--- config.mk ---
export PLATFORM = sky130hd
export DESIGN_NAME = freq_gen
export DESIGN_NICKNAME = d
export VERILOG_FILES = /design/src/rtl/freq_gen.sv
export SDC_FILE = /design/constraint.sdc
export NUM_CORES = 1
export LEC_CHECK = 0
export BUFFER_PORTS_ARGS = -buffer_cell sky130_fd_sc_hd__buf_2
export CORE_ASPECT_RATIO = 1.4
export CORE_MARGIN = 1
export CORE_UTILIZATION = 61
export CTS_CLUSTER_DIAMETER = 50
export CTS_CLUSTER_SIZE = 8
export DETAILED_ROUTE_END_ITERATION = 8
export HOLD_SLACK_MARGIN = 0.02
export PLACE_DENSITY = 0.85
export REMOVE_ABC_BUFFERS = 1
export SLEW_MARGIN = 20
export SYNTH_ARGS = -nofsm -noshare
export SYNTH_HDL_FRONTEND = slang
export SYNTH_SLANG_ARGS = --single-unit
--- constraint.sdc ---
create_clock -name clk -period 4.1 [get_ports clk]
set_clock_uncertainty 0.05 [all_clocks]
set_input_delay 0.41 -clock clk [delete_from_list [all_inputs] [get_ports clk]]
set_output_delay 0.41 -clock clk [all_outputs]
set_load 0.01 [all_outputs]
--- src/rtl/freq_gen.sv ---
// Programmable square-wave generator: a serial restoring divider turns a
// requested frequency into a half-period count that drives a toggle counter.
module freq_gen #(
  parameter int unsigned CLK_HZ = 50_000_000,
  parameter int unsigned QW     = 27
) (
  input  logic          clk,
  input  logic          rst,
  input  logic [15:0]   freq,
  input  logic          load,
  input  logic          en,
  output logic          signal,
  output logic          busy,
  output logic [QW-1:0] half_period
);

  localparam int unsigned    BW       = (QW > 1) ? $clog2(QW) : 1;
  localparam logic [QW-1:0]  DIVIDEND = QW'(CLK_HZ);
  localparam logic [QW-1:0]  ONE      = {{(QW-1){1'b0}}, 1'b1};
  localparam logic [BW-1:0]  TOP_BIT  = BW'(QW - 1);

  typedef enum logic [1:0] {
    IDLE = 2'd0,
    DIV  = 2'd1,
    RUN  = 2'd2
  } state_t;

  state_t          state_q, state_d;
  logic [16:0]     divisor_q, divisor_d;
  logic [16:0]     rem_q, rem_d;
  logic [QW-1:0]   quot_q, quot_d;
  logic [BW-1:0]   bit_q, bit_d;
  logic [QW-1:0]   hp_q, hp_d;
  logic [QW-1:0]   cnt_q, cnt_d;
  logic            sig_q, sig_d;

  logic [17:0]     rem_shift;
  logic [16:0]     rem_sub;
  logic            q_bit;
  logic [QW-1:0]   quot_next;
  logic            load_ok;
  logic            toggle_on;

  // A zero quotient means the request exceeds CLK_HZ/2; run as fast as possible.
  function automatic logic [QW-1:0] clamp_hp(input logic [QW-1:0] q);
    return (q == '0) ? ONE : q;
  endfunction

  // One restoring-division step: bring down the next dividend bit, MSB first.
  assign rem_shift = {rem_q, DIVIDEND[bit_q]};
  assign q_bit     = (rem_shift >= {1'b0, divisor_q});
  assign rem_sub   = rem_shift[16:0] - divisor_q;
  assign quot_next = {quot_q[QW-2:0], q_bit};

  assign load_ok   = load && (state_q != DIV);
  assign toggle_on = en && (hp_q != '0) && (state_q != IDLE);

  always_comb begin
    state_d   = state_q;
    divisor_d = divisor_q;
    rem_d     = rem_q;
    quot_d    = quot_q;
    bit_d     = bit_q;
    hp_d      = hp_q;
    cnt_d     = '0;
    sig_d     = 1'b0;

    // The old waveform keeps running while a new division is in flight.
    if (toggle_on) begin
      if (cnt_q == hp_q - ONE) begin
        cnt_d = '0;
        sig_d = ~sig_q;
      end else begin
        cnt_d = cnt_q + ONE;
        sig_d = sig_q;
      end
    end

    case (state_q)
      IDLE, RUN: begin
        if (load_ok) begin
          if (freq == 16'd0) begin
            state_d = IDLE;
            hp_d    = '0;
            cnt_d   = '0;
            sig_d   = 1'b0;
          end else begin
            state_d   = DIV;
            divisor_d = {freq, 1'b0};
            rem_d     = '0;
            quot_d    = '0;
            bit_d     = TOP_BIT;
          end
        end
      end
      DIV: begin
        rem_d  = q_bit ? rem_sub : rem_shift[16:0];
        quot_d = quot_next;
        bit_d  = bit_q - 1'b1;
        if (bit_q == '0) begin
          state_d = RUN;
          hp_d    = clamp_hp(quot_next);
          cnt_d   = '0;
          sig_d   = 1'b0;
        end
      end
      default: begin
        state_d = IDLE;
        hp_d    = '0;
      end
    endcase
  end

  always_ff @(posedge clk or posedge rst) begin
    if (rst) begin
      state_q   <= IDLE;
      divisor_q <= '0;
      rem_q     <= '0;
      quot_q    <= '0;
      bit_q     <= '0;
      hp_q      <= '0;
      cnt_q     <= '0;
      sig_q     <= 1'b0;
    end else begin
      state_q   <= state_d;
      divisor_q <= divisor_d;
      rem_q     <= rem_d;
      quot_q    <= quot_d;
      bit_q     <= bit_d;
      hp_q      <= hp_d;
      cnt_q     <= cnt_d;
      sig_q     <= sig_d;
    end
  end

  assign signal      = sig_q;
  assign busy        = (state_q == DIV);
  assign half_period = hp_q;

endmodule

After elaboration in Yosys (flattened, before gate mapping)

Memory sizes are Yosys's and may differ from the RTL's.
Index checks and enable logic that the tools add are counted.

Add/subtract/negate cells: 4
$lt $le $gt $ge: 2
Equal/unequal tests: 8
Multiplexer cells: 32
Bitwise gates (word level): 2
Reduce and logical (&&, ||, !) cells: 15

Operators with widths:

| cell                    | count |
|---|---|
| $mux W27                | 9 |
| $pmux W27 S2            | 2 |
| $mux W26                | 2 |
| $pmux W26 S2            | 1 |
| $mux W17                | 3 |
| $pmux W17 S2            | 1 |
| $add A27 B1 Y27 const B | 1 |
| $eq A27 B27 Y1          | 1 |
| $logic_not A27 Y1       | 1 |
| $reduce_bool A27 Y1     | 1 |
| $sub A27 B1 Y27 const B | 1 |
| $ge A18 B17 Y1          | 1 |
| $sub A17 B17 Y17        | 1 |
| $logic_not A16 Y1       | 1 |
| $mux W5                 | 2 |
| $pmux W5 S2             | 1 |
| $reduce_and A3 Y1       | 3 |
| $mux W1                 | 7 |
| $lt A5 B6 Y1 const B    | 1 |
| $ne A2 B2 Y1 const B    | 3 |
| $logic_not A5 Y1        | 1 |
| $sub A5 B1 Y5 const B   | 1 |
| $mux W2                 | 2 |
| $ne A2 B1 Y1 const B    | 2 |
| other kinds (10)        | 14 |

Bits in registers: 121
Memory bits (read-only): 32
Bits of input ports: 20
Output and inout bits: 29
Memories: 1

Memories:

| name            | depth | bits a word | rd ports | clocked after Yosys merged registers in | write ports | RTL line | source |
|---|---|---|---|---|---|---|---|
| (no name shown) | 32    | 1           | 1        | 0                                       | 0           | 50       | `assign rem_shift = {rem_q, DIVIDEND[bit_q]};` |

Longest topological paths before layout

Depth after elaboration: 7
Depth in mapped cells: 12

Least setup slack after synthesis

Ideal clock, no wire load.

Kind: reg2reg
Start: register hp_q[0], in the netlist half_period[0]
End: register sig_q, in the netlist signal
Data arrival time: 3.021 ns
Required time: 3.977 ns
Path slack: 0.956 ns
Stages on the path, launching flop included: 12
Path buffers: 1
Path through: dfrtp_1 -> inv_1 -> ha_1 -> nor4b_2 -> nand3_2 -> or4_1 -> clkbuf_1 -> mux2i_1 -> mux2i_1 -> a21oi_2 -> or4_4 -> a21oi_2

Cells in the longest elaborated chain, start to end: 7
Elaborated cells on any way between the ends: 11
Classes of those cells: add/sub (1); eq/ne (1); mux (6); reduce/logical (3)

RTL lines:

| item                                                   | RTL line | source |
|---|---|---|
| from (decl)                                            | 33       | `logic [QW-1:0] hp_q, hp_d;` |
| from (signal assigned)                                 | 130      | `hp_q <= hp_d;` |
| $sub A27 B1 Y27 or $reduce_bool A27 Y1 (tied branches) | 70, 56   |  |
| $eq A27 B27 Y1 or $logic_and A1 B1 Y1 (tied branches)  | 70, 56   |  |
| $mux W1 or $logic_and A1 B1 Y1 (tied branches)         | 70, 56   |  |
| $mux W1 *                                              | 69       | `if (toggle_on) begin` |
| $mux W1                                                | 82       | `if (freq == 16'd0) begin` |
| $mux W1                                                | 81       | `if (load_ok) begin` |
| $pmux W1 S2 *                                          | 79       | `case (state_q)` |
| net sig_d                                              | 35       | `logic sig_q, sig_d;` |
| to (signal assigned)                                   | 132      | `sig_q <= sig_d;` |
| to (decl)                                              | 35       |  |

Mark *: on every way through the listed nets, which the timed path passes. The rest lies on a longest branch.
A chain may end at the register's enable or synchronous reset.

Final worst setup path

Start: register hp_q[0], in the netlist half_period[0]
End: register cnt_q[16]

Cells in the longest elaborated chain, start to end: 7
Elaborated cells on any way between the ends: 11
Classes of those cells: add/sub (1); eq/ne (1); mux (6); reduce/logical (3)

RTL lines:

| item                                                   | RTL line | source |
|---|---|---|
| $sub A27 B1 Y27 or $reduce_bool A27 Y1 (tied branches) | 70, 56   |  |
| $eq A27 B27 Y1 or $logic_and A1 B1 Y1 (tied branches)  | 70, 56   |  |
| $mux W27 or $logic_and A1 B1 Y1 (tied branches)        | 70, 56   |  |
| $mux W27 *                                             | 69       |  |
| $mux W27                                               | 82       |  |
| $mux W27                                               | 81       |  |
| $pmux W27 S2 *                                         | 79       |  |
| net cnt_d[16]                                          | 34       | `logic [QW-1:0] cnt_q, cnt_d;` |
| to (signal assigned)                                   | 131      | `cnt_q <= cnt_d;` |
| to (decl)                                              | 34       |  |

Marks and branches as above.

==> results.md <==
* Outcome: finished, final reports clean
* Post-CTS Setup Inserts at 0
* DP HPWL at around 12 mm
* H-tree Lvls at 4
* Sink Count at ~120
* Top FF cell, synth: dfrtp_1
* Detail Route Antenna Nets at 0
* Syn_area_per_cell at 9.44 um2
* Critical path origin: half_period[0]
* I/O Buffers at 48
* Max transition margin at 0.350
* Ys async rst share at 1.00
* DR WL/cell at between 15 and 20 um
* Largest net degree at the start of global routing at 74
* Mapped Area at between 0.007 and 0.008 mm2
* Final core occ at 0.711
* First-pass GRT wire length at between 20 and 30 mm
* Worst path depth at 11
* Slowest stage delay, CP at 680 ps
* Seq/Total Area, Yosys at 0.430
* Post-CTS Hold Fix Bufs at 0
* Nets at between 800 and 900
* CORE AREA at ~0.011 mm2
* Final slew viol count at 0
* Worst Hold Class: in -> async
* Vias in the first global route at ~6k
* Max Fclk at ~270 MHz
* FF+latch count, synth at about 120
* Startpoint type of the worst setup path: flip-flop
* Antenna violations before repair at 0
* Overflow after GRT at 0
* Crit end category: flip-flop
* Pre-CTS setup slack at around 500 ps
* Crit path time final at about 3700 ps
* Cts bufs inserted at 17
* GRT Resource Usage Total at 0.315
* Fin crit share at 0.906
* Overall Power at about 7700 uW
* Yosys top cell area share at 0.430
* Commonest cells after routing, fill and taps aside: dfrtp_1, nand2_1, buf_2
* Family with the most delay on the worst path: simple AND/OR/NAND/NOR gates
* Root Buffer: clkbuf_16
* N_diodes at 0
* Layout area overhead at 13.8%
* Share of cells above drive strength 1 at 0.154
* DRC at 0
* Final WL at between 15 and 20 mm
* Worst r2r src: half_period[0]
* Initial core utilization at 0.624
* Final setup viols at 0
* First-iteration detailed-routing DRC count at 519
* Yosys warnings at 0
* Longest Clk Path Bufs at 2
* Clk slew on worst S/H paths at about 50 ps
* Clk Latency, worst-skew pair at 420 ps
* Required time worst endpoint at 4330 ps
* Die width at about 93 um
* Setup_tns at 0 ps
* DR vias at just over 6k
* Hold WS at between 100 and 150 ps
* FF-to-FF setup slack at 390 ps
* CP arrival at just under 4000 ps
* Leak at about 0.0037 uW
* Worst-Margin Slew at slightly below 1000 ps
* Worst Reg2Reg Path Length in Cells at 11
* Placer Congestion at 0.950
* Peak VDD IR at around 0.00071 V
* CTS tree: done
* Endpoints failing hold at 0
* Worst Path Max Fanout at 19
* Vias per inst at ~6.4
* Crit path buffers/inverters at 2
* Pwr dens at approximately 960 mW/mm2
* Critical path's slowest cell: or4_1
* Chip height at 129 um
* Critical path, cell by cell: inv_1 -> ha_1 -> nor4b_2 -> nand3_2 -> or4_1 -> xnor2_1 -> mux2i_1 -> a21oi_2 -> nor3_4 -> buf_12 -> nor3_1
* Drt first pass iters at 5
* # IOs at 49
* CP Capture Point: cnt_q[16]
* Netlist cell types at 64
* Setup CP Type: reg -> reg
* Synth Instances at roughly 750
* Total die area at ~0.012 mm2
* Area contributors post-synth: dfrtp_1, nand2_1, xnor2_1
* Reg-to-reg endpoint: cnt_q[16]
* Row cnt at 46
* Number of synthesized flops with an enable pin at 0
* RSZ-0062 raised after global routing: no
* CTS resizes at 0
* Setup slack after layout at 386 ps
* Max cap viols at 0
* Most common cell after layout, fill and taps aside: dfrtp_1
* Largest area contributor in the netlist: dfrtp_1
[sequential cells by signal, indices dropped and copies added, names as in the netlist]
| signal | cells |
|---|---|
| cnt_q | 27 |
| half_period | 27 |
| quot_q | 26 |
| rem_q | 17 |
| divisor_q | 16 |
| bit_q | 5 |
| state_q | 2 |
| signal | 1 |
[per-layer routing]
metal,vias to the layer above,track usage,wire length (um)
met1,2963,0.339,6590
met4,0,0.200,795
met2,261,0.564,9560
li1,2755,-,-
met5,-,0,0
met3,67,0.0610,953
[cells by family (layout without fill, tap and decap cells)]
group | count (synthesis) | after routing | share of synthesized area
AOI/OAI and AO/OA | 130 | 130 | 0.129
xor gates and xnor gates | 73 | 73 | 0.0908
and+or+nand+nor | 302 | 302 | 0.220
muxes | 33 | 33 | 0.0497
DFF | 121 | 121 | 0.430
adders and majority gates | 22 | 22 | 0.0401
buffers and inverters | 65 | 118 | 0.0398
[area by class of cell]
type / count / area [um2]
inverters: 26 / 100
fillers: 824 / 3270
repair buffers: 60 / 343
well taps: 144 / 180
multi-input cells: 560 / 3760
clock inverters: 12 / 148
clock buffers: 20 / 457
flip-flops and latches: 121 / 3030
[worst min-delay path by stage]
| stage | startpoint | endpoint | slack [ps] | depth (start not counted) |
|---|---|---|---|---|
| final | rst | quot_q[6] | 140 | 2 |
| after global routing | freq[9] | divisor_q[10] | 190 | 2 |
| after global placement | rem_q[0] | rem_q[0] | 440 | 2 |
| after CTS | rst | quot_q[6] | 170 | 2 |
| after floorplan | rem_q[0] | rem_q[0] | 420 | 2 |
| after detailed placement | divisor_q[10] | divisor_q[10] | 450 | 1 |
[where the power goes]
group	internal [uW]	leakage, uW	switching, uW
Clock	983	0.000296	543
Sequential	1590	0.00157	418
Combinational	1690	0.00186	2450
Total	4260	0.00372	3410
[synth_stat cells (2+ instances only)]
cell type	number
a2111oi_0	2
a211o_1	2
a211oi_1	7
a21o_1	6
a21oi_1	22
a21oi_2	2
a22o_1	27
a2bb2oi_1	2
a31oi_1	6
a32oi_1	2
and2_1	2
and3_1	4
and4_1	3
buf_1	4
buf_2	4
buf_6	4
clkbuf_1	26
dfrtp_1	121
ha_1	21
inv_1	25
mux2_2	16
mux2i_1	17
nand2_1	97
nand2b_1	7
nand3_1	45
nand3b_1	2
nand4_1	11
nor2_1	34
nor2b_1	10
nor3_1	40
nor3b_1	5
nor4_1	17
nor4b_1	2
o2111ai_1	2
o21a_1	3
o21ai_0	28
o311a_1	2
o31a_1	2
o31ai_1	8
or3_1	2
or4_1	9
or4_4	2
xnor2_1	39
xor2_1	34
[worst reg2reg max path, stage by stage, from the launching register on]
cell and delay (ps):
dfrtp_1 450, inv_1 100, ha_1 220, nor4b_2 540
nand3_2 340, or4_1 680, xnor2_1 180, mux2i_1 170
a21oi_2 130, nor3_4 440, buf_12 210, nor3_1 80
[through the flow]
step / area, um2 / cells
global route: 8020 / 943
finish: 8020 / 943
CTS: 8000 / 943
floorplan: 6860 / 707
detailed placement: 7400 / 911
global placement: 7400 / 911
No activity file was read; power rests on OpenSTA's default activity.
